$ cat src/rtl/fwrisc_prog_loader_pkg.sv
// Shared types and constants for the UART program loader.
// FWRISC_PROG_LOADER_CHECKSUM_EN adds the CHECK/ERROR states.
package fwrisc_prog_loader_pkg;

  typedef enum logic [2:0] {
    ST_LOAD  = 3'd0,
    ST_DONE  = 3'd1,
    ST_FULL  = 3'd2
`ifdef FWRISC_PROG_LOADER_CHECKSUM_EN
    , ST_CHECK = 3'd3,
    ST_ERROR = 3'd4
`endif
  } prog_ld_state_e;

  // Wide enough for any word width; sliced to W at the use site.
  localparam logic [255:0] DEFAULT_END_MARKER = '1;

  function automatic int addr_width(input int depth);
    return (depth > 1) ? $clog2(depth) : 1;
  endfunction

endpackage

$ cat src/rtl/fwrisc_prog_loader_if.sv
// Byte-in / ITCM-write-out signal bundle of the program loader.
interface fwrisc_prog_loader_if #(
  parameter int WORD_BYTES = 4,
  parameter int DEPTH      = 4096
);
  import fwrisc_prog_loader_pkg::*;
  localparam int W      = 8 * WORD_BYTES;
  localparam int ADDR_W = addr_width(DEPTH);

  logic              restart_i;
  logic [7:0]        rx_data_i;
  logic              rx_valid_i;
  logic              rx_en_o;
  logic              mem_we_o;
  logic [ADDR_W-1:0] mem_addr_o;
  logic [W-1:0]      mem_wdata_o;
  logic              loading_o;
  logic              done_o;
  logic              full_o;
  logic              err_o;
  logic [ADDR_W:0]   word_count_o;

  modport master (
    output restart_i, rx_data_i, rx_valid_i,
    input  rx_en_o, mem_we_o, mem_addr_o, mem_wdata_o,
           loading_o, done_o, full_o, err_o, word_count_o
  );

  modport slave (
    input  restart_i, rx_data_i, rx_valid_i,
    output rx_en_o, mem_we_o, mem_addr_o, mem_wdata_o,
           loading_o, done_o, full_o, err_o, word_count_o
  );
endinterface

$ cat src/rtl/fwrisc_byte_assembler.sv
// Shifts bytes into a word; word/word_valid present the completed word
// combinationally in the cycle its final byte arrives.
module fwrisc_byte_assembler #(
  parameter int WORD_BYTES = 4,
  parameter bit MSB_FIRST  = 1'b1
) (
  input  logic                    clock,
  input  logic                    reset,
  input  logic                    clear,
  input  logic                    byte_valid,
  input  logic [7:0]              byte_data,
  output logic [8*WORD_BYTES-1:0] word,
  output logic                    word_valid
);
  localparam int W     = 8 * WORD_BYTES;
  localparam int CNT_W = (WORD_BYTES > 1) ? $clog2(WORD_BYTES) : 1;

  logic [W-1:0]     shreg;
  logic [CNT_W-1:0] cnt;

  generate
    if (WORD_BYTES == 1) begin : g_one
      assign word = byte_data;
    end else if (MSB_FIRST) begin : g_msb
      assign word = {shreg[W-9:0], byte_data};
    end else begin : g_lsb
      assign word = {byte_data, shreg[W-1:8]};
    end
  endgenerate

  assign word_valid = byte_valid && (cnt == CNT_W'(WORD_BYTES - 1));

  always_ff @(posedge clock) begin
    if (reset || clear) begin
      shreg <= '0;
      cnt   <= '0;
    end else if (byte_valid) begin
      shreg <= word;
      cnt   <= word_valid ? '0 : cnt + CNT_W'(1);
    end
  end
endmodule

$ cat src/rtl/fwrisc_prog_loader.sv
// UART program loader: assembles bytes into words and writes them to ITCM.
// FWRISC_PROG_LOADER_CHECKSUM_EN enables the checksum trailer check.
module fwrisc_prog_loader
  import fwrisc_prog_loader_pkg::*;
#(
  parameter int                    WORD_BYTES = 4,
  parameter int                    DEPTH      = 4096,
  parameter logic [8*WORD_BYTES-1:0] END_MARKER = DEFAULT_END_MARKER[8*WORD_BYTES-1:0],
  parameter bit                    MSB_FIRST  = 1'b1
) (
  input logic                 clock,
  input logic                 reset,
  fwrisc_prog_loader_if.slave bus
);
  localparam int W      = 8 * WORD_BYTES;
  localparam int ADDR_W = addr_width(DEPTH);

  prog_ld_state_e    state, state_nxt;
  logic [ADDR_W-1:0] ptr, ptr_nxt, addr, addr_nxt;
  logic [ADDR_W:0]   cnt, cnt_nxt;
  logic [W-1:0]      wdata, wdata_nxt, word;
  logic              we, we_nxt, active, accept, word_valid;
`ifdef FWRISC_PROG_LOADER_CHECKSUM_EN
  logic [W-1:0]      sum, sum_nxt;
  assign active = (state == ST_LOAD) || (state == ST_CHECK);
`else
  assign active = (state == ST_LOAD);
`endif

  // A restart in the same cycle as a byte drops that byte.
  assign accept = bus.rx_valid_i && !bus.restart_i && active;

  fwrisc_byte_assembler #(.WORD_BYTES(WORD_BYTES), .MSB_FIRST(MSB_FIRST)) u_asm (
    .clock      (clock),
    .reset      (reset),
    .clear      (bus.restart_i),
    .byte_valid (accept),
    .byte_data  (bus.rx_data_i),
    .word       (word),
    .word_valid (word_valid)
  );

  always_comb begin
    state_nxt = state;
    ptr_nxt   = ptr;
    cnt_nxt   = cnt;
    addr_nxt  = addr;
    wdata_nxt = wdata;
    we_nxt    = 1'b0;
`ifdef FWRISC_PROG_LOADER_CHECKSUM_EN
    sum_nxt   = sum;
`endif
    if (bus.restart_i) begin
      state_nxt = ST_LOAD;
      ptr_nxt   = '0;
      cnt_nxt   = '0;
      addr_nxt  = '0;
      wdata_nxt = '0;
`ifdef FWRISC_PROG_LOADER_CHECKSUM_EN
      sum_nxt   = '0;
`endif
    end else if (word_valid) begin
      case (state)
        ST_LOAD: begin
          if (word == END_MARKER) begin
`ifdef FWRISC_PROG_LOADER_CHECKSUM_EN
            state_nxt = ST_CHECK;
`else
            state_nxt = ST_DONE;
`endif
          end else begin
            we_nxt    = 1'b1;
            addr_nxt  = ptr;
            wdata_nxt = word;
            ptr_nxt   = ptr + ADDR_W'(1);
            cnt_nxt   = cnt + (ADDR_W+1)'(1);
`ifdef FWRISC_PROG_LOADER_CHECKSUM_EN
            sum_nxt   = sum + word;
`endif
            if (ptr == ADDR_W'(DEPTH - 1)) state_nxt = ST_FULL;
          end
        end
`ifdef FWRISC_PROG_LOADER_CHECKSUM_EN
        ST_CHECK: state_nxt = (word == sum) ? ST_DONE : ST_ERROR;
`endif
        default: ;
      endcase
    end
  end

  always_ff @(posedge clock) begin
    if (reset) begin
      state <= ST_LOAD;
      ptr   <= '0;
      cnt   <= '0;
      addr  <= '0;
      wdata <= '0;
      we    <= 1'b0;
`ifdef FWRISC_PROG_LOADER_CHECKSUM_EN
      sum   <= '0;
`endif
    end else begin
      state <= state_nxt;
      ptr   <= ptr_nxt;
      cnt   <= cnt_nxt;
      addr  <= addr_nxt;
      wdata <= wdata_nxt;
      we    <= we_nxt;
`ifdef FWRISC_PROG_LOADER_CHECKSUM_EN
      sum   <= sum_nxt;
`endif
    end
  end

  assign bus.rx_en_o      = active;
  assign bus.loading_o    = active;
  assign bus.done_o       = !active;
  assign bus.full_o       = (state == ST_FULL);
`ifdef FWRISC_PROG_LOADER_CHECKSUM_EN
  assign bus.err_o        = (state == ST_ERROR);
`else
  assign bus.err_o        = 1'b0;
`endif
  assign bus.mem_we_o     = we;
  assign bus.mem_addr_o   = addr;
  assign bus.mem_wdata_o  = wdata;
  assign bus.word_count_o = cnt;
endmodule

$ cat src/flat_wrapper.sv
// flat-port wrapper written by rule: the top's interface ports become plain ports
module fwrisc_prog_loader_flat import fwrisc_prog_loader_pkg::*;
#(
  parameter int                    WORD_BYTES = 4,
  parameter int                    DEPTH      = 4096,
  parameter logic [8*WORD_BYTES-1:0] END_MARKER = DEFAULT_END_MARKER[8*WORD_BYTES-1:0],
  parameter bit                    MSB_FIRST  = 1'b1
)
  (clock, reset, bus_restart_i, bus_rx_data_i, bus_rx_valid_i, bus_rx_en_o, bus_mem_we_o, bus_mem_addr_o, bus_mem_wdata_o, bus_loading_o, bus_done_o, bus_full_o, bus_err_o, bus_word_count_o);
  fwrisc_prog_loader_if #(.WORD_BYTES(WORD_BYTES), .DEPTH(DEPTH)) bus_i ();
  input logic clock;
  input logic reset;
  input wire logic [$bits(bus_i.restart_i)-1:0] bus_restart_i;
  input wire logic [$bits(bus_i.rx_data_i)-1:0] bus_rx_data_i;
  input wire logic [$bits(bus_i.rx_valid_i)-1:0] bus_rx_valid_i;
  output wire logic [$bits(bus_i.rx_en_o)-1:0] bus_rx_en_o;
  output wire logic [$bits(bus_i.mem_we_o)-1:0] bus_mem_we_o;
  output wire logic [$bits(bus_i.mem_addr_o)-1:0] bus_mem_addr_o;
  output wire logic [$bits(bus_i.mem_wdata_o)-1:0] bus_mem_wdata_o;
  output wire logic [$bits(bus_i.loading_o)-1:0] bus_loading_o;
  output wire logic [$bits(bus_i.done_o)-1:0] bus_done_o;
  output wire logic [$bits(bus_i.full_o)-1:0] bus_full_o;
  output wire logic [$bits(bus_i.err_o)-1:0] bus_err_o;
  output wire logic [$bits(bus_i.word_count_o)-1:0] bus_word_count_o;
  assign bus_i.restart_i = bus_restart_i;
  assign bus_i.rx_data_i = bus_rx_data_i;
  assign bus_i.rx_valid_i = bus_rx_valid_i;
  assign bus_rx_en_o = bus_i.rx_en_o;
  assign bus_mem_we_o = bus_i.mem_we_o;
  assign bus_mem_addr_o = bus_i.mem_addr_o;
  assign bus_mem_wdata_o = bus_i.mem_wdata_o;
  assign bus_loading_o = bus_i.loading_o;
  assign bus_done_o = bus_i.done_o;
  assign bus_full_o = bus_i.full_o;
  assign bus_err_o = bus_i.err_o;
  assign bus_word_count_o = bus_i.word_count_o;
  fwrisc_prog_loader #(.WORD_BYTES(WORD_BYTES), .DEPTH(DEPTH), .END_MARKER(END_MARKER), .MSB_FIRST(MSB_FIRST)) u_core (.clock(clock), .reset(reset), .bus(bus_i));
endmodule
$ cat config.mk
export PLATFORM = sky130hd
export DESIGN_NAME = fwrisc_prog_loader_flat
export DESIGN_NICKNAME = d
export VERILOG_FILES = /design/src/rtl/fwrisc_prog_loader_pkg.sv /design/src/rtl/fwrisc_prog_loader_if.sv /design/src/rtl/fwrisc_byte_assembler.sv /design/src/rtl/fwrisc_prog_loader.sv /design/src/flat_wrapper.sv
export SDC_FILE = /design/constraint.sdc
export NUM_CORES = 1
export LEC_CHECK = 0
export BUFFER_PORTS_ARGS = -buffer_cell sky130_fd_sc_hd__buf_2
export CAP_MARGIN = 0
export CORE_MARGIN = 4
export CORE_UTILIZATION = 45
export CTS_CLUSTER_DIAMETER = 120
export DETAILED_ROUTE_END_ITERATION = 8
export PLACE_DENSITY = 0.73
export SLEW_MARGIN = 5
export SYNTH_ARGS = -nofsm -noshare
export SYNTH_HDL_FRONTEND = slang
export SYNTH_SLANG_ARGS = --single-unit
export TNS_END_PERCENT = 5
$ cat constraint.sdc
create_clock -name clock -period 4.9 [get_ports clock]
set_clock_uncertainty 0.1 [all_clocks]
set_input_delay 0.735 -clock clock [delete_from_list [all_inputs] [get_ports clock]]
set_output_delay 0.735 -clock clock [all_outputs]
set_load 0.05 [all_outputs]
==> results.cfg <==
[status]
outcome = completed

[floorplan]
die_w_um = 102
die-area_mm2 = 0.0104
fp.dieH_um = 102
initial_core_util_pct = 45.8
core_area_mm2 = 0.00868
ios = 75
num_rows = 34

[sta]
clock.fmax_mhz = 335
whs_ps = 355
tightestPinTransition_ps = 1130
finalHoldViolations = 0
fin_tns_setup_ps = 0
period_minus_slack_ps = 2980
fin_crit_sh_pct = 60.9
slew_viol_final = 0
rsz0062_at_grt = false
setup_violations = 0
relSlewSlack_pct = 24.6

[grt]
grt_antenna_before_repair = 0
grt_use_total_pct = 17.7
grt_max_degree = 95
overflow = 0
grt_pass1_vias = 3279
grt_pass1_wl_um = 14900

[cells_and_area]
antenna_cells = 0
finalInstanceArea_mm2 = 0.00455
final-instance-count-excl-fill = 648
nNetsFinal = 550
layout_common_cells = nand2_1, dfxtp_1, buf_2, a21oi_1
final_core_util_pct = 52.4
final_common_cell = nand2_1
drive_gt1_share_pct = 25.6
synthToLayoutAreaGrowth_pct = 14.3

[route]
wirelength_um = 8970
drt_iter0_drc = 140
vias = 3478
drc = 0
drtPass1Iterations = 4
wl_per_cell_um = 13.8
ant_nets = 0
vias_per_cell = 5.37

[critical_path]
crit_fanout = 41
crit_path_cell_trace = buf_2 -> nand4_1 -> or4_4 -> o21ai_4 -> buf_4 -> nand2_1 -> a21oi_1
required_ps = 5080
arrival_ps = 3170
r2r-start = u_core.u_asm.shreg[9]
path_class = input pin to register
crit_buf_inv = 2
crit_family = compound AO/OA/AOI/OAI gates
worst_r2r_endpoint = u_core.bus.mem_wdata_o[11]
cp-start-kind = input pin
crit_path_top_delay_cell = o21ai_4
reg2reg_slack_ps = 1970
ff2ff_path_depth = 6
cpPeakStageDelay_ps = 860
crit_path_end_kind = register

[logic_synthesis]
syn-num-nets = 490
synth_area_per_cell_um2 = 8.37
synthDistinctLibCells = 39
yosysSeqAreaShare_pct = 49.3
ys_ff_latch = 98
mappedNetlistArea_mm2 = 0.00398
yosysWarningCount = 0
syn_inst = 475

[place]
place.detailed.hpwl_um = 6160
placed_cells = 632
port-buffer-count = 73
place_congestion = 0.827
place_area_mm2 = 0.00435

[power_and_ir_drop]
p_leak_nw = 1.59
peakVddDrop_v = 0.000183
power_density_mw_per_mm2 = 300

[cts]
cts_root_buffer = clkbuf_8
path_clk_slew_ps = 100
hold_buffers = 0
cts_setup_buffers = 0
postCtsResizedCells = 0
cts_buffer_depth = 2
cts_buffers = 9
clock-sinks = 98
clk-insertion-delay-late_ps = 360
cts_tree = built
htree_levels = 3

[min_path]
worstHoldEndpoint = u_core.bus.mem_addr_o[9]
min-delay-start = u_core.bus.mem_addr_o[9]
hp-class = register to register
hold_depth = 2

[job]
drv_cap = 0
[per-stage QoR]
stage | worst slack, ps | total power [mW]
floorplan | 2600 | 0.847
global placement | 1650 | 0.859
detailed placement | 1510 | 0.860
CTS | 1920 | 1.38
global route | 1730 | 1.42
finish | 1920 | 1.36
[final cells by class]
type | instances | area [µm²]
Multi-Input combinational cell | 348 | 1850
Tap cell | 108 | 135
Sequential cell | 98 | 1960
Clock inverter | 7 | 76.3
Timing Repair Buffer | 77 | 395
Inverter | 1 | 3.75
Fill cell | 853 | 4130
Clock buffer | 9 | 124
[worst max-delay path by stage]
stage	slack, ps	cells after the start	from	to
2_1_floorplan	2600	8	bus_rx_data_i[7]	u_core.bus.mem_wdata_o[21]
3_3_place_gp	1650	7	bus_rx_data_i[2]	u_core.bus.mem_wdata_o[6]
3_5_place_dp	1510	7	bus_rx_data_i[2]	u_core.bus.mem_wdata_o[8]
4_1_cts	1920	7	bus_rx_data_i[2]	u_core.bus.mem_wdata_o[0]
5_1_grt	1730	6	u_core.u_asm.shreg[9]	u_core.bus.mem_wdata_o[4]
6_report	1920	7	bus_rx_data_i[2]	u_core.bus.mem_wdata_o[11]
[metal layers]
metal	vias to the layer above	part of all wire (%)	track usage [%]
met2	87	50	30.7
met3	15	5.2	5.12
met4	0	1.6	5.45
met5	-	0	0
met1	1635	43	21.3
li1	1741	-	-
[synth_stat cells]
master	number	area, µm²
inv_1	1	3.75
buf_6	1	11.3
xnor2_1	6	52.6
o41ai_1	2	17.5
and2_1	1	6.26
nand2_1	135	507
clkbuf_1	18	67.6
nand2_2	17	106
or3_1	7	43.8
dfxtp_1	98	1960
buf_4	5	37.5
and2_2	1	7.51
o31ai_1	5	37.5
buf_2	1	5.00
a211oi_1	3	22.5
or2_2	3	18.8
nand4_1	14	87.6
or4_4	2	22.5
a21oi_2	17	149
nor4_1	3	18.8
o21ai_2	1	8.76
a31o_2	2	17.5
o21a_1	2	15.0
nor2b_1	2	12.5
o311ai_0	2	17.5
and3_1	2	12.5
or4b_1	1	10.0
or4_1	6	45.0
o21ai_0	7	35.0
nor3b_4	1	18.8
ha_1	3	37.5
a21oi_1	70	350
buf_12	3	60.1
nor2_1	17	63.8
o211ai_1	2	15.0
conb_1	1	3.75
xor2_1	1	8.76
nand3_1	10	50.1
nor3_1	2	10.0
[worst min-delay path, cell delays in order, from the launching register on]
cell and delay [ps]:
dfxtp_1 320, nand2_1 50, a21oi_1 50
[power breakdown]
group	total, mW	switching (mW)	internal, mW	leakage [nW]
Combinational	0.0387	0.0298	0.00890	0.709
Clock	0.523	0.283	0.239	0.0962
Sequential	0.802	0.00351	0.799	0.790
Total	1.36	0.316	1.05	1.59
[sequential cells by signal, indices dropped and copies added, names as in the netlist]
name,count
u_core.bus.word_count_o,13
u_core.u_asm.cnt,2
u_core.bus.mem_addr_o,12
u_core.ptr,12
u_core.state,2
u_core.bus.mem_we_o,1
u_core.u_asm.shreg,24
u_core.bus.mem_wdata_o,32
[logic make-up (layout without fill, tap and decap cells)]
kind of cell | Yosys count | in the layout | synth area share (%)
fa+ha+maj | 3 | 3 | 0.944
buf+inv | 29 | 94 | 4.66
simple gates | 224 | 224 | 26.2
xor+xnor | 7 | 7 | 1.54
other cells | 1 | 1 | 0.0943
compound gates | 113 | 113 | 17.2
flops | 98 | 98 | 49.3
Note: power is estimated with default switching activity, not from simulation.
